==> config.mk <==
export PLATFORM = sky130hd
export DESIGN_NAME = seg7_decode
export DESIGN_NICKNAME = d
export VERILOG_FILES = /design/src/rtl/lfsr_checker_pkg.sv /design/src/rtl/lfsr_checker_seg7_decode.sv
export SDC_FILE = /design/constraint.sdc
export NUM_CORES = 1
export LEC_CHECK = 0
export BUFFER_PORTS_ARGS = -buffer_cell sky130_fd_sc_hd__buf_2
export CAP_MARGIN = 15
export CORE_AREA = 4 4 41 43
export DETAILED_ROUTE_END_ITERATION = 8
export DIE_AREA = 0 0 45 47
export PLACE_DENSITY = 0.52
export SYNTH_ARGS = -nofsm -noshare
export SYNTH_HDL_FRONTEND = slang
export SYNTH_SLANG_ARGS = --single-unit
==> constraint.sdc <==
create_clock -name vclk -period 2.5
set_input_delay 0.75 -clock vclk [all_inputs]
set_output_delay 0.75 -clock vclk [all_outputs]
set_load 0.1 [all_outputs]
==> src/rtl/lfsr_checker_pkg.sv <==
// Shared definitions for the LFSR stream checker: sync states, generator taps, segment table.
// Combinational helpers only; no latency or backpressure of their own.
package lfsr_checker_pkg;

  typedef enum logic [1:0] {
    ST_SEARCH = 2'd0,
    ST_SYNC   = 2'd1,
    ST_LOCKED = 2'd2
  } state_t;

  localparam logic [7:0] TAP_MASK = 8'b0001_1101;
  localparam logic [7:0] ZERO_SUB = 8'h01;

  // Active-low, bit6..0 = a..g, indexed by hex digit.
  localparam logic [6:0] SEG_TABLE [16] = '{
    7'b0000001, 7'b1001111, 7'b0010010, 7'b0000110,
    7'b1001100, 7'b0100100, 7'b0100000, 7'b0001111,
    7'b0000000, 7'b0000100, 7'b0001000, 7'b1100000,
    7'b0110001, 7'b1000010, 7'b0110000, 7'b0111000
  };

  // All-zero is the lock-up state of this generator, so it is replaced by ZERO_SUB.
  function automatic logic [7:0] lfsr_next(input logic [7:0] x);
    if (x == 8'h00) return ZERO_SUB;
    return {^(x & TAP_MASK), x[7:1]};
  endfunction

endpackage

==> src/rtl/lfsr_checker_seg7_decode.sv <==
// Hex digit to active-low 7-segment pattern (a..g on bits 6..0).
// Purely combinational; no backpressure.
module seg7_decode
  import lfsr_checker_pkg::*;
(
  input  logic [3:0] hex,
  output logic [6:0] seg
);

  assign seg = SEG_TABLE[hex];

endmodule

==> results of run 1 <==
==> final timing paths <==
check / from / end / slack (ns) / cells after the start
max: hex[0] / seg[3] / -0.07 / 6
min: hex[1] / seg[5] / 1.96 / 3
==> layer usage <==
layer / vias to the layer above / wire (µm)
met2: 6 / 304
met4: 0 / 0
met1: 131 / 285
li1: 160 / -
met3: 0 / 23
met5: - / 0
==> cell families after synthesis <==
kind of cell,after synthesis,synth area share (%)
AND/OR/NAND/NOR,8,13.0
multiplexers,7,30.7
adder cells (fa/ha/maj),7,32.6
AO/OA/AOI/OAI,6,14.0
buffers and inverters,5,9.77
==> power by group through the flow <==
| stage | Clock, W | Sequential (W) | Combinational, W |
|---|---|---|---|
| 4_1_cts | 0 | 0 | 0.000209 |
| 2_1_floorplan | 0 | 0 | 0.000128 |
| 3_5_place_dp | 0 | 0 | 0.000194 |
| 5_1_grt | 0 | 0 | 0.000221 |
| 3_3_place_gp | 0 | 0 | 0.000193 |
| 6_report | 0 | 0 | 0.000212 |
==> worst max-delay path, delay by kind of cell <==
family / cells / cell delay (ns)
adder cells (fa/ha/maj): 1 / 0.24
multiplexers: 1 / 0.48
buffers and inverters: 4 / 0.35
==> synth_stat cells, types with 2 or more instances <==
library cell  count
a21oi_1           2
ha_1              7
inv_1             3
mux2i_1           6
nand2b_1          2
nor2_1            5
o21ai_1           2
==> repair_timing <==
| action | in CTS | in global routing |
|---|---|---|
| setup endpoints to repair | 7 | 4 |
| setup buffers | 2 | 0 |
| pin swaps | 1 | 1 |
| gates resized for setup | 12 | 4 |
==> final cells by class <==
class / instances / area [µm²]
multi-input combinational: 28 / 338
tap: 15 / 18.8
fill: 118 / 628
inverter: 3 / 31.3
timing repair buffer: 22 / 285
==> metrics by stage <==
step                      cell area [µm²]  utilization [%]  hold WS (ns)
after floorplan                       362                -          1.83
after global placement                589             45.3          2.00
after detailed placement              589             45.3          2.01
after CTS                             649             49.9          1.97
after global routing                  673             51.7          1.98
final                                 673             51.7          1.96
==> results.py, run 1 <==
metrics = {
    "route": {
        "route.vias.total": 297,
        "drtIter0Drc": 1,
        "viasPerCell": 4.37,
        "wl_um": 614,
        "firstDrtPassIters": 2,
        "wire_per_inst_um": 9.03,
        "drtAntennaViolNets": 0,
        "drc": 0,
    },
    "global_routing": {
        "grt_util_met1_pct": 8.58,
        "grt_util_all_layers_pct": 6.15,
        "grt_use_met3_pct": 0,
        "grtUsageMet2_pct": 11.3,
        "grt_pass1_vias": 256,
        "grt_pass1_wl_um": 1060,
        "grt_max_degree": 11,
        "grt_antenna_before_repair": 0,
        "grt-ovfl-total": 0,
        "busiest_layer": "met2",
    },
    "setup_path": {
        "cp_slowest_stage_delay_ns": 0.48,
        "timing.critical_path.mode_cell": "buf_12",
        "critPathKind": "in -> out",
        "worstPathCellList": "buf_12 -> inv_12 -> ha_4 -> inv_2 -> mux4_2 -> buf_12",
        "cp.arrival_ns": 1.82,
        "required_ns": 1.75,
        "crit_slowest_cell": "mux4_2",
        "cp-end-kind": "output port",
        "path_max_fanout": 5,
        "start_kind": "input port",
    },
    "timing": {
        "worstMarginPinSlew_ns": 0.262,
        "tns_ns": -0.0720,
        "slew_viol_final": 0,
        "period_minus_slack_ns": 2.57,
        "rsz0062_at_grt": "yes",
        "period_share_pct": 103,
        "hold_viol": 0,
        "max_slew_margin_pct": 82.0,
        "finalSetupViolations": 1,
        "layout_setup_ws_ns": -0.0720,
        "fmax_mhz": 389,
    },
    "die": {
        "pin_count": 11,
        "dieArea_um2": 2120,
        "rows": 13,
        "core_area_um2": 1300,
        "start_util_pct": 20.7,
        "die_x_um": 45,
        "die_h_um": 47,
    },
    "layout": {
        "drive_gt1_share_pct": 67.9,
        "final_nets": 66,
        "num_antenna_cells": 0,
        "clock_buffer_count": 0,
        "syn_to_final_growth_pct": 150,
        "final_cells": 68,
        "nFlopsAndLatches": 0,
        "seq_area_um2": 0,
        "layout_common_cells": "buf_12 (10), buf_4 (10), nor2_1 (5), ha_1 (5), mux2i_1 (4)",
    },
    "yosys": {
        "synthTopCellsByArea": "ha_1 (33%), mux2i_1 (22%), mux4_2 (8.4%), nor2_1 (7.0%), nand2b_1 (4.7%)",
        "synthCells": 33,
        "syn_area_um2": 269,
        "yosysTopAreaCellShare_pct": 32.6,
        "synth_top_area_cell": "ha_1",
        "synthDistinctLibCells": 13,
        "syn-num-nets": 44,
        "ys_seq_area_share_pct": 0,
        "syn_avg_cell_area_um2": 8.15,
        "yosys_warnings": 0,
    },
    "hold_path": {
        "hp-class": "in -> out",
    },
    "placement": {
        "gp_congestion": 0.722,
        "dp_cells": 66,
        "io_buffers": 11,
        "pre_cts_ws_ns": -0.297,
        "dp_hpwl_um": 514,
    },
    "cts": {
        "ctsHoldBuffers": 0,
    },
    "power": {
        "p_leak_nw": 0.300,
        "power_switching_share_pct": 58.7,
        "pwr-share-seq_pct": 0,
        "vdd_drop_max_uv": 157,
        "clkPwrFrac_pct": 0,
        "power.density_nw_per_um2": 315,
        "p_total_w": 0.000212,
        "p_switching_w": 0.000124,
        "p_int_w": 0.0000876,
        "p_comb_share_pct": 100.0,
    },
    "status": {
        "outcome": "complete, but fails checks",
        "violations": "negative setup slack",
    },
    "flow_run": {
        "drv_cap": 0,
    },
}
No activity file was read; power rests on OpenSTA's default activity.
==> run 2: changes to the inputs <==
- clock period: 2.5 -> 3.1 ns (I/O delays scaled with it)
==> results.py, run 2 (synthesis gave the netlist of run 1 again) <==
metrics = {
    "status": {
        "outcome": "complete, no violations",
    },
    "route": {
        "met2_length_um": 268,
        "drc": 0,
        "firstDrtPassIters": 3,
        "wl_um": 584,
        "viasPerCell": 4.16,
        "route.vias.total": 279,
        "routed-wl-met3_um": 33,
        "drtIter0Drc": 3,
        "wl_met1_um": 283,
        "top_layer": "met3",
        "wire_per_inst_um": 8.72,
        "drtAntennaViolNets": 0,
    },
    "layout": {
        "final_util_pct": 40.4,
        "final_nets": 65,
        "num_antenna_cells": 0,
        "drive_gt1_share_pct": 51.9,
        "syn_to_final_growth_pct": 95.3,
        "clock_buffer_count": 0,
        "final_cells": 67,
        "seq_area_um2": 0,
        "stdcell_area_um2": 526,
        "nFlopsAndLatches": 0,
        "nFillCells": 131,
        "final_common_cell": "buf_4",
        "layout_common_cells": "buf_4 (10), ha_1 (7), buf_12 (6)",
    },
    "timing": {
        "finalSetupViolations": 0,
        "worstMarginPinSlew_ns": 0.263,
        "slew_viol_final": 0,
        "fmax_mhz": 331,
        "period_minus_slack_ns": 3.02,
        "period_share_pct": 97.5,
        "max_slew_margin_pct": 81.9,
        "rsz0062_at_grt": "no",
        "hold_viol": 0,
    },
    "setup_path": {
        "cp_slowest_stage_delay_ns": 0.21,
        "cp.arrival_ns": 2.09,
        "timing.critical_path.mode_cell": "buf_4",
        "path_max_fanout": 4,
        "crit_slowest_cell": "mux2i_2",
        "start_kind": "input port",
        "critPathKind": "in -> out",
        "worstPathCellList": "buf_2 -> buf_4 -> ha_1 -> buf_4 -> nand2b_1 -> mux2i_2 -> buf_12",
        "startpoint": "hex[0]",
        "required_ns": 2.17,
        "cp-end-kind": "output port",
    },
    "global_routing": {
        "grt_pass1_vias": 232,
        "grt_max_degree": 13,
        "grt_util_all_layers_pct": 5.28,
        "grt_antenna_before_repair": 0,
        "grt-ovfl-total": 0,
        "grt_pass1_wl_um": 910,
    },
    "power": {
        "p_total_w": 0.000144,
        "p_leak_nw": 0.265,
        "vdd_drop_max_uv": 118,
        "clkPwrFrac_pct": 0,
        "power.density_nw_per_um2": 275,
        "pwr-share-seq_pct": 0,
        "p_switching_w": 0.0000912,
        "p_comb_share_pct": 100.0,
        "power_switching_share_pct": 63.2,
        "p_int_w": 0.0000532,
    },
    "hold_path": {
        "hp-class": "in -> out",
        "min_from": "hex[2]",
    },
    "cts": {
        "ctsHoldBuffers": 0,
        "post_cts_buffers": 0,
    },
    "placement": {
        "dp_cells": 67,
        "gp_congestion": 0.703,
        "dp_hpwl_um": 498,
        "placed_area_um2": 519,
        "io_buffers": 11,
    },
    "flow_run": {
        "drv_cap": 0,
    },
    "die": {
        "die_h_um": 47,
        "pin_count": 11,
        "core_area_um2": 1300,
        "dieArea_um2": 2120,
        "rows": 13,
        "die_x_um": 45,
        "start_util_pct": 20.7,
    },
}
run 2: final timing paths:
kind | to | slack (ns) | cells past startpoint
worst min-delay path | seg[1] | 2.38 | 3
worst max-delay path | seg[4] | 0.08 | 7
run 2: layout make-up:
| type | instances | area [µm²] | area share [%] |
|---|---|---|---|
| multi-input combinational | 28 | 269 | 51.2 |
| tap | 15 | 18.8 | 3.57 |
| timing repair buffer | 21 | 226 | 43.1 |
| inverter | 3 | 11.3 | 2.14 |
run 2: what timing repair did:
item | in CTS | in global routing
gates cloned | 0 | 0
setup endpoints to repair | 1 | 1
gates resized for setup | 1 | 1
run 2: metal layers:
metal  vias to the layer above  track usage, %
met1                       121            7.92
met5                         -               0
li1                        152               -
met2                         6            9.04
met3                         0               0
met4                         0               0
run 2: power groups by stage:
stage,sequential [W],combinational (W),clock [W]
detailed placement,0,0.000143,0
finish,0,0.000144,0
floorplan,0,0.0000933,0
global placement,0,0.000143,0
CTS,0,0.000144,0
global route,0,0.000150,0
run 2: critical path, delay by kind of cell:
kind	cells	cell delay [ns]
adder cells (fa/ha/maj)	1	0.20
buffers and inverters	4	0.60
multiplexers	1	0.21
AND/OR/NAND/NOR	1	0.16
run 2: through the flow:
| step | setup slack (ns) | setup TNS (ns) | hold WS (ns) |
|---|---|---|---|
| final | 0.0771 | 0 | 2.38 |
| after global routing | 0.00521 | 0 | 2.41 |
| after CTS | 0.0381 | 0 | 2.38 |
| after detailed placement | -0.0145 | -0.0145 | 2.38 |
| after global placement | -0.00943 | -0.00943 | 2.38 |
| after floorplan | -0.284 | -0.432 | 2.19 |
